[config.mk]
export PLATFORM = sky130hd
export DESIGN_NAME = input_debouncer_flat
export DESIGN_NICKNAME = d
export VERILOG_FILES = /design/src/rtl/input_debouncer_if.sv /design/src/rtl/input_debouncer.sv /design/src/flat_wrapper.sv
export SDC_FILE = /design/constraint.sdc
export NUM_CORES = 1
export LEC_CHECK = 0
export CELL_PAD_IN_SITES_DETAIL_PLACEMENT = 0
export CELL_PAD_IN_SITES_GLOBAL_PLACEMENT = 1
export CORE_MARGIN = 2
export CORE_UTILIZATION = 42
export CTS_CLUSTER_SIZE = 28
export DETAILED_ROUTE_END_ITERATION = 7
export PLACE_DENSITY_LB_ADDON = 0.08
export SYNTH_ARGS = -nofsm -noshare
export SYNTH_HDL_FRONTEND = slang
export SYNTH_SLANG_ARGS = --single-unit
export TNS_END_PERCENT = 20
[constraint.sdc]
create_clock -name clk -period 3.5 [get_ports clk]
set_input_delay 1.05 -clock clk [delete_from_list [all_inputs] [get_ports clk]]
set_output_delay 1.05 -clock clk [all_outputs]
set_load 0.02 [all_outputs]
[src/rtl/input_debouncer_if.sv]
`default_nettype none
// ============================================================================
//  Module      : input_debouncer_if
//  Description : Signal bundle between a raw input source and the debouncer.
//                The master drives the raw input and receives the cleaned
//                level, edge pulses and press count; the slave is the
//                debouncer itself.
//  Revision    : 1.0 - initial release
// ============================================================================
interface input_debouncer_if;

   logic       raw_in;
   logic       db_out;
   logic       rise;
   logic       fall;
   logic [7:0] press_count;

   modport master (
      output raw_in,
      input  db_out,
      input  rise,
      input  fall,
      input  press_count
   );

   modport slave (
      input  raw_in,
      output db_out,
      output rise,
      output fall,
      output press_count
   );

endinterface : input_debouncer_if
`default_nettype wire

[src/rtl/input_debouncer.sv]
`default_nettype none
// ============================================================================
//  Module      : input_debouncer
//  Description : Two-flop synchronizer followed by a four-state qualification
//                FSM. A new level on the synchronized input is accepted only
//                after it has been seen for STABLE_CYCLES+1 consecutive
//                samples; acceptance produces a registered level change, a
//                single-cycle rise/fall pulse and (for rises) an increment of
//                a wrapping 8-bit press counter.
//  Revision    : 1.0 - initial release
// ============================================================================
module input_debouncer #(
   parameter int STABLE_CYCLES = 4,
   parameter int CNT_W         = 3
) (
   input  wire logic         clk,
   input  wire logic         rst,
   input_debouncer_if.slave  bus
);

   // ------------------------------------------------------------------------
   // State encoding and counter constants
   // ------------------------------------------------------------------------
   localparam logic [1:0]       c_st_low      = 2'b00;
   localparam logic [1:0]       c_st_arm_high = 2'b01;
   localparam logic [1:0]       c_st_high     = 2'b10;
   localparam logic [1:0]       c_st_arm_low  = 2'b11;

   // STABLE_CYCLES must fit in CNT_W bits; the arm counter compares against
   // this truncated value, so an out-of-range parameter would silently alias.
   localparam logic [CNT_W-1:0] c_cnt_target  = CNT_W'(STABLE_CYCLES);
   localparam logic [CNT_W-1:0] c_cnt_one     = CNT_W'(1);
   localparam logic [CNT_W-1:0] c_cnt_zero    = '0;

   // ------------------------------------------------------------------------
   // Registers
   // ------------------------------------------------------------------------
   logic             r_s1;
   logic             r_s2;
   logic [1:0]       r_state;
   logic [CNT_W-1:0] r_cnt;
   logic             r_db;
   logic             r_rise;
   logic             r_fall;
   logic [7:0]       r_press_count;

   // ------------------------------------------------------------------------
   // Combinational next values
   // ------------------------------------------------------------------------
   logic [1:0]       w_state_nxt;
   logic [CNT_W-1:0] w_cnt_nxt;
   logic             w_acc_rise;
   logic             w_acc_fall;
   logic             w_db_nxt;
   logic             w_rise_nxt;
   logic             w_fall_nxt;
   logic [7:0]       w_press_count_nxt;

   // Two-flop synchronizer; only r_s2 is ever looked at by the FSM.
   always_ff @(posedge clk or posedge rst) begin
      if (rst) begin
         r_s1 <= 1'b0;
         r_s2 <= 1'b0;
      end else begin
         r_s1 <= bus.raw_in;
         r_s2 <= r_s1;
      end
   end

   // State register: FSM state, arm counter and all registered outputs.
   always_ff @(posedge clk or posedge rst) begin
      if (rst) begin
         r_state       <= c_st_low;
         r_cnt         <= c_cnt_zero;
         r_db          <= 1'b0;
         r_rise        <= 1'b0;
         r_fall        <= 1'b0;
         r_press_count <= 8'd0;
      end else begin
         r_state       <= w_state_nxt;
         r_cnt         <= w_cnt_nxt;
         r_db          <= w_db_nxt;
         r_rise        <= w_rise_nxt;
         r_fall        <= w_fall_nxt;
         r_press_count <= w_press_count_nxt;
      end
   end

   // Next-state logic: qualify the synchronized input and flag acceptance.
   always_comb begin
      w_state_nxt = r_state;
      w_cnt_nxt   = r_cnt;
      w_acc_rise  = 1'b0;
      w_acc_fall  = 1'b0;
      case (r_state)
         c_st_low: begin
            if (r_s2) begin
               w_state_nxt = c_st_arm_high;
               w_cnt_nxt   = c_cnt_one;
            end else begin
               w_cnt_nxt   = c_cnt_zero;
            end
         end
         c_st_arm_high: begin
            if (!r_s2) begin
               // Glitch: drop back without touching the output level.
               w_state_nxt = c_st_low;
               w_cnt_nxt   = c_cnt_zero;
            end else if (r_cnt == c_cnt_target) begin
               w_state_nxt = c_st_high;
               w_cnt_nxt   = c_cnt_zero;
               w_acc_rise  = 1'b1;
            end else begin
               w_cnt_nxt   = r_cnt + c_cnt_one;
            end
         end
         c_st_high: begin
            if (!r_s2) begin
               w_state_nxt = c_st_arm_low;
               w_cnt_nxt   = c_cnt_one;
            end else begin
               w_cnt_nxt   = c_cnt_zero;
            end
         end
         c_st_arm_low: begin
            if (r_s2) begin
               w_state_nxt = c_st_high;
               w_cnt_nxt   = c_cnt_zero;
            end else if (r_cnt == c_cnt_target) begin
               w_state_nxt = c_st_low;
               w_cnt_nxt   = c_cnt_zero;
               w_acc_fall  = 1'b1;
            end else begin
               w_cnt_nxt   = r_cnt + c_cnt_one;
            end
         end
         default: begin
            w_state_nxt = c_st_low;
            w_cnt_nxt   = c_cnt_zero;
         end
      endcase
   end

   // Output logic: turn acceptance flags into level, pulses and press count.
   always_comb begin
      w_db_nxt          = r_db;
      w_rise_nxt        = w_acc_rise;
      w_fall_nxt        = w_acc_fall;
      w_press_count_nxt = r_press_count;
      if (w_acc_rise) begin
         w_db_nxt          = 1'b1;
         w_press_count_nxt = r_press_count + 8'd1;
      end
      if (w_acc_fall) begin
         w_db_nxt = 1'b0;
      end
   end

   assign bus.db_out      = r_db;
   assign bus.rise        = r_rise;
   assign bus.fall        = r_fall;
   assign bus.press_count = r_press_count;

endmodule : input_debouncer
`default_nettype wire

[src/flat_wrapper.sv]
// flat-port wrapper written by rule: the top's interface ports become plain ports
module input_debouncer_flat 
#(
   parameter int STABLE_CYCLES = 4,
   parameter int CNT_W         = 3
)
  (clk, rst, bus_raw_in, bus_db_out, bus_rise, bus_fall, bus_press_count);
  input_debouncer_if bus_i ();
  input  wire logic clk;
  input  wire logic rst;
  input wire logic [$bits(bus_i.raw_in)-1:0] bus_raw_in;
  output wire logic [$bits(bus_i.db_out)-1:0] bus_db_out;
  output wire logic [$bits(bus_i.rise)-1:0] bus_rise;
  output wire logic [$bits(bus_i.fall)-1:0] bus_fall;
  output wire logic [$bits(bus_i.press_count)-1:0] bus_press_count;
  assign bus_i.raw_in = bus_raw_in;
  assign bus_db_out = bus_i.db_out;
  assign bus_rise = bus_i.rise;
  assign bus_fall = bus_i.fall;
  assign bus_press_count = bus_i.press_count;
  input_debouncer #(.STABLE_CYCLES(STABLE_CYCLES), .CNT_W(CNT_W)) u_core (.clk(clk), .rst(rst), .bus(bus_i));
endmodule
# [After elaboration in Yosys (flattened, before gate mapping)]
# Index checks and enable logic that the tools add are counted.
[classes] reduce_logical=3 mux=20 shifts=0 addsub=2 mul=0 eq_ne=8 magnitude_cmp=0 div=0 bitwise=0
[op_table] operator="2-bit two-way mux" count=6
[op_table] operator="3-bit case mux with 4 select lines" count=1
[op_table] operator="1-bit two-way mux" count=9
[op_table] operator="3-bit two-way mux" count=3
[op_table] operator="8-bit by 1-bit adder with 8-bit output, second input constant" count=1
[op_table] operator="2-bit case mux with 4 select lines" count=1
[op_table] operator="2-bit equality test, second input constant" count=2
[op_table] operator="4-bit AND reduction" count=1
[op_table] operator="3-bit by 1-bit adder with 3-bit output, second input constant" count=1
[op_table] operator="3-bit equality test, second input constant" count=1
[op_table] operator="3-bit by 1-bit != test with 1-bit output, second input constant" count=1
[op_table] operator="3-bit != test, second input constant" count=1
[op_table] operator="2-bit by 1-bit equality test with 1-bit output, second input constant" count=1
[op_table] operator="2-bit zero test" count=1
[op_table] operator="2-bit by 1-bit != test with 1-bit output, second input constant" count=1
[op_table] operator="2-bit != test, second input constant" count=1
[op_table] operator="2-bit nonzero test" count=1
[totals] input_bits=3 mem_bits_ro=0 ram_bits=0 mem_count=0 latchBits=0 ff_bits=18 output_inout_bits=11

# [Depth between registers and ports, before layout]
# Gate-level depths: netlist of the first run.
[logic_depth] word_depth=6 depth_mapped=5

# [Least setup slack after synthesis of the first run]
# Ideal clock, no wire load.
[synth_timing] path_type="register to output" startpoint="register u_core.r_press_count[2], in the netlist u_core.bus.press_count[2]" endpoint="output port bus_press_count[2]" arrival_ns=0.478 path_buffers=0 stages_incl_launch_ff=1 required_time_ns=2.450 setup_slack_ns=1.972 path_cell_list="dfrtp_1"
[synth_rtl] element="from (decl)" line="input_debouncer.sv:45" source="logic [7:0] r_press_count;"
[synth_rtl] element="from (signal assigned)" line="input_debouncer.sv:85" source="r_press_count <= w_press_count_nxt;"
[synth_rtl] element="to (decl)" line="flat_wrapper.sv:15" source="output wire logic [$bits(bus_i.press_count)-1:0] bus_press_count;"
# No word-level cell between the ends.

# [Worst setup path in the final report of the first run]
[layout_timing] startpoint="register u_core.r_press_count[2], in the netlist u_core.bus.press_count[2]" endpoint="output port bus_press_count[2]"
# No word-level cell between the ends.

==> flow_summary.yaml, run 1 <==
critical_path:
  setup.worst_path.class: "reg -> out"
  cp_max_fo: 5
  crit_slowest_cell: "clkdlybuf4s50_1"
  cp-end-kind: "primary output"
  cp_num_buf_inv: 1
  crit_chain: "clkdlybuf4s50_1"
  crit_family: "buffers and inverters"
  arrival_ps: 1350
  start_kind: "register"
  cp.required_ps: 2450
  max_stage_delay_ps: 630
final_layout:
  multi_input_comb_area_um2: 305
  final_cell_area_um2: 965
  nets: 83
  final_core_util: 0.559
  layout-drive-gt1-share: 0.118
  area_growth_pct: 25.0
  nFillCells: 161
  seqCellArea_um2: 450
  diodes: 0
floorplanning:
  initial_core_util: 0.447
  die_y_um: 46.9
  die_x_um: 46.9
  coreArea_mm2: 0.00173
  io_pins: 14
  std_cell_rows: 15
  die_area_mm2: 0.00220
global_routing:
  grt_pass1_wl_mm: 2.15
  grt_max_degree: 19
  first_global_vias: 504
  overflow: 0
  antenna_found_initial: 0
  track_usage: 0.143
sta:
  slew_viol_final: 0
  final_hold_viol_count: 0
  fin_skew_ps: 3.46
  setup_viol: 0
  slew_headroom: 0.560
  tightest_slew_ps: 660
  fin_crit_sh: 0.687
  rsz0062_at_grt: "false"
  max_clock_freq_mhz: 416
  min_period_ps: 2400
  hold_slack_ps: 369
  fin_tns_setup_ps: 0
status:
  status: "complete, no violations"
clocking:
  clk_pin_slew_ps: 100
  cts_hold_buffers: 0
  cts_tree: "done"
  ctsResizeCount: 0
  h-tree-depth: 1
  cts-root-buf: "clkbuf_4"
  cts_sinks: 18
  clock_latency_ps: 290
  cts_buffer_depth: 2
  cts_buffers: 3
  post_cts_buffers: 0
logic_synthesis:
  ys_ff_latch: 18
  avgSynthCellArea_um2: 12.9
  synth_common_cells: "dfrtp_1 (18), xor2_1 (8), nand3_1 (4), nor3_1 (4)"
  synth_top_flop_cell: "dfrtp_1"
  yosys.area.top_type: "dfrtp_1"
  yosys-top-cells-area: "dfrtp_1 (58%), xor2_1 (9.1%), ha_1 (4.9%)"
  yosysUniqueCellTypes: 22
  syn-num-nets: 66
  netlist_area_um2: 772
  netlist_instances: 60
  yosysMostFrequentCell: "dfrtp_1"
  synthArstFlopShare: 1.00
  ys_seq_area_frac: 0.583
  ys_warn_count: 0
  netlist.area_leader.share: 0.583
  synth-edff-count: 0
power_and_ir_drop:
  powerDensity_mw_per_mm2: 435
  max-vdd-ir-drop_mv: 0.269
  power_w: 0.000419
  power_leakage_nw: 0.480
detailed_routing:
  drt-initial-drc-count: 5
  wire_per_inst_um: 12.0
  vias: 488
  routed_wirelength_mm: 1.21
  drc: 0
  drt.antenna.violating_nets: 0
  drt_first_pass_iters: 2
  via_per_inst: 4.83
placement:
  placed_area_um2: 928
  port_buffers: 13
  dp_hpwl_um: 881
  gp_congestion: 0.683
flow_run:
  max-cap-violations: 0
hold_path:
  hold_path_class: "reg -> reg"
[cell families after synthesis]
logic type / Yosys count / synth area share
AO/OA/AOI/OAI: 3 / 0.0227
XOR/XNOR: 8 / 0.0908
adder cells (fa/ha/maj): 3 / 0.0486
buffers and inverters: 4 / 0.0211
flip-flops: 18 / 0.583
multiplexers: 2 / 0.0276
AND/OR/NAND/NOR: 22 / 0.206
[cell type report]
class / count / share of cell area
tap: 25 / 0.0324
timing repair buffer: 13 / 0.135
multi-input combinational: 38 / 0.316
sequential: 18 / 0.467
inverter: 3 / 0.0117
clock buffer: 4 / 0.0376
[path summary, 6_finish.rpt]
path | startpoint | endpoint | slack [ps] | depth (start not counted)
setup / recovery | u_core.bus.press_count[2] | bus_press_count[2] | 1100 | 1
max in group asynchronous | rst | u_core.bus.fall | 1940 | 2
hold reg to reg | u_core.r_s1 | u_core.r_s2 | 370 | 0
setup reg to reg | u_core.r_cnt[0] | u_core.bus.press_count[1] | 1930 | 5
min in group asynchronous | rst | u_core.bus.rise | 1140 | 2
hold / removal | u_core.r_s1 | u_core.r_s2 | 370 | 0
[layer usage]
layer  GRT usage  vias up  share of wire
met1       0.198      238           0.47
met2       0.200       11           0.46
met3      0.0308        4          0.045
met4       0.100        0          0.019
li1            -      235              -
met5           0        -              0
[where the power goes]
group / internal, W / switching [W] / leakage, nW
combinational: 0.0000239 / 0.0000258 / 0.222
sequential: 0.000223 / 0.0000192 / 0.237
clock: 0.0000634 / 0.0000644 / 0.0210
[per-stage QoR]
step,worst slack (ps),instances
floorplan,1970,60
detailed placement,1430,97
finish,1100,101
CTS,1090,101
global route,1030,101
global placement,1430,97
[flip-flops by register name, summed over array words and instances, names as in the netlist, named ones only]
signal / flops
u_core.r_state: 1
u_core.r_s1: 1
u_core.bus.press_count: 8
u_core.bus.db_out: 1
u_core.r_cnt: 3
u_core.bus.fall: 1
u_core.r_s2: 1
u_core.bus.rise: 1
[cell usage in the layout (no fill, tap or decap), types with 2 or more instances in the layout]
cell,instances
xor2_1,8
nand3_1,4
o21ai_0,2
nand2_1,3
nor3_1,4
clkbuf_4,3
dfrtp_1,18
and3_1,2
inv_1,3
clkdlybuf4s50_1,13
ha_1,3
Power figures use the tool's default switching activity.
==> run 2: changes to the inputs <==
CORE_UTILIZATION = 39   (was 42)
clock period = 2.26 ns   (was 3.5 ns; I/O delays follow)
==> run 2 against run 1 <==
Net effect:
- core utilization shrank 5.9 points
- critical path depth unchanged
- die area rose by 7.0%
==> flow_summary.yaml, run 2 (synthesis gave the netlist of run 1 again) <==
sta:
  rsz0062_at_grt: "false"
  max_clock_freq_mhz: 497
  hold_slack_ps: 370
  setup_viol: 0
  fin_crit_sh: 0.891
  fin_tns_setup_ps: 0
  final_hold_viol_count: 0
  slew_viol_final: 0
  slew_headroom: 0.795
  min_period_ps: 2010
  fin_skew_ps: 0.557
  timing.final.ws_setup_ps: 246
  tightest_slew_ps: 307
critical_path:
  crit_family: "buffers and inverters"
  arrival_ps: 1340
  crit_chain: "clkdlybuf4s50_1"
  start_kind: "register"
  cp_num_buf_inv: 1
  cp.required_ps: 1580
  worstReg2RegStart: "u_core.r_cnt[0]"
  max_stage_delay_ps: 630
  setup.worst_path.class: "reg -> out"
  crit_slowest_cell: "clkdlybuf4s50_1"
  cp-end-kind: "primary output"
  ff2ff_setup_slack_ps: 700
  cp_max_fo: 5
  crit_path_start: "u_core.bus.press_count[2]"
global_routing:
  grt_max_degree: 19
  first_global_vias: 524
  track_usage: 0.120
  overflow: 0
  antenna_found_initial: 0
  grt_pass1_wl_mm: 2.21
clocking:
  ctsResizeCount: 0
  cts_sinks: 18
  clock_latency_ps: 280
  cts_buffers: 3
  cts-root-buf: "clkbuf_4"
  cts_hold_buffers: 0
  cts_buffer_depth: 2
  cts_tree: "done"
  clk_pin_slew_ps: 100
  h-tree-depth: 1
  post_cts_buffers: 0
final_layout:
  layout_common_cells: "dfrtp_1 (18), clkdlybuf4s50_1 (13), xor2_1 (8)"
  multi_input_comb_area_um2: 305
  area_growth_pct: 24.5
  nets: 84
  largest_reg_flops: 8
  final_cells: 103
  nFillCells: 193
  diodes: 0
  seqCellArea_um2: 450
  final_cell_area_um2: 961
  layout-drive-gt1-share: 0.118
  layout_commonest_cell: "dfrtp_1"
floorplanning:
  die_area_mm2: 0.00235
  io_pins: 14
  die_y_um: 48.5
  die_x_um: 48.5
  coreArea_mm2: 0.00192
  initial_core_util: 0.402
  std_cell_rows: 16
power_and_ir_drop:
  power_frac_comb: 0.126
  seq_power_share: 0.619
  power_leakage_nw: 0.477
  switching_power_w: 0.000160
  powerDensity_mw_per_mm2: 629
  clockPowerShare: 0.255
  p_sw_frac: 0.265
  max-vdd-ir-drop_mv: 0.437
  cellInternalPower_w: 0.000444
detailed_routing:
  drc: 0
  drt.antenna.violating_nets: 0
  drt_first_pass_iters: 6
  vias: 477
  routed_wirelength_mm: 1.17
  via_per_inst: 4.63
  drt-initial-drc-count: 6
  wire_per_inst_um: 11.4
hold_path:
  hp-start: "u_core.r_s1"
  hold_path_class: "reg -> reg"
placement:
  dp_cells: 100
  port_buffers: 13
  placed_area_um2: 938
  gp_congestion: 0.701
  dp_hpwl_um: 853
  post-place-ws_ps: 555
flow_run:
  max-cap-violations: 0
status:
  status: "complete, no violations"
[run 2: per-layer routing]
metal / vias up / wire length, µm / global-route usage
met4: 0 / 14 / 0.0571
met5: - / 0 / 0
met2: 10 / 509 / 0.176
li1: 234 / - / -
met1: 231 / 591 / 0.167
met3: 2 / 54 / 0.0309
[run 2: layout make-up]
| type | instances | area share |
|---|---|---|
| Sequential cell | 18 | 0.469 |
| Multi-Input combinational cell | 38 | 0.318 |
| Timing Repair Buffer | 14 | 0.143 |
| Tap cell | 27 | 0.0352 |
| Clock buffer | 3 | 0.0234 |
| Inverter | 3 | 0.0117 |
[run 2: final timing paths]
check | to | cells past startpoint
min reg2reg | u_core.r_s2 | 0
min | u_core.r_s2 | 0
max | bus_press_count[2] | 1
min in group asynchronous | u_core.r_s2 | 3
max reg2reg | u_core.bus.press_count[1] | 5
max in group asynchronous | u_core.bus.db_out | 3
[run 2: through the flow]
stage,utilization,power [W]
6_report,0.500,0.000604
5_1_grt,0.500,0.000646
4_1_cts,0.500,0.000614
3_3_place_gp,0.488,0.000458
3_5_place_dp,0.488,0.000458
2_1_floorplan,-,0.000432
[run 2: power by group through the flow]
| stage | Combinational [W] | Clock, W | Sequential, W |
|---|---|---|---|
| 6_report | 0.0000761 | 0.000154 | 0.000374 |
| 5_1_grt | 0.0000872 | 0.000179 | 0.000379 |
| 4_1_cts | 0.0000776 | 0.000161 | 0.000375 |
| 3_5_place_dp | 0.0000772 | 0 | 0.000381 |
| 3_3_place_gp | 0.0000758 | 0 | 0.000382 |
| 2_1_floorplan | 0.0000594 | 0 | 0.000373 |
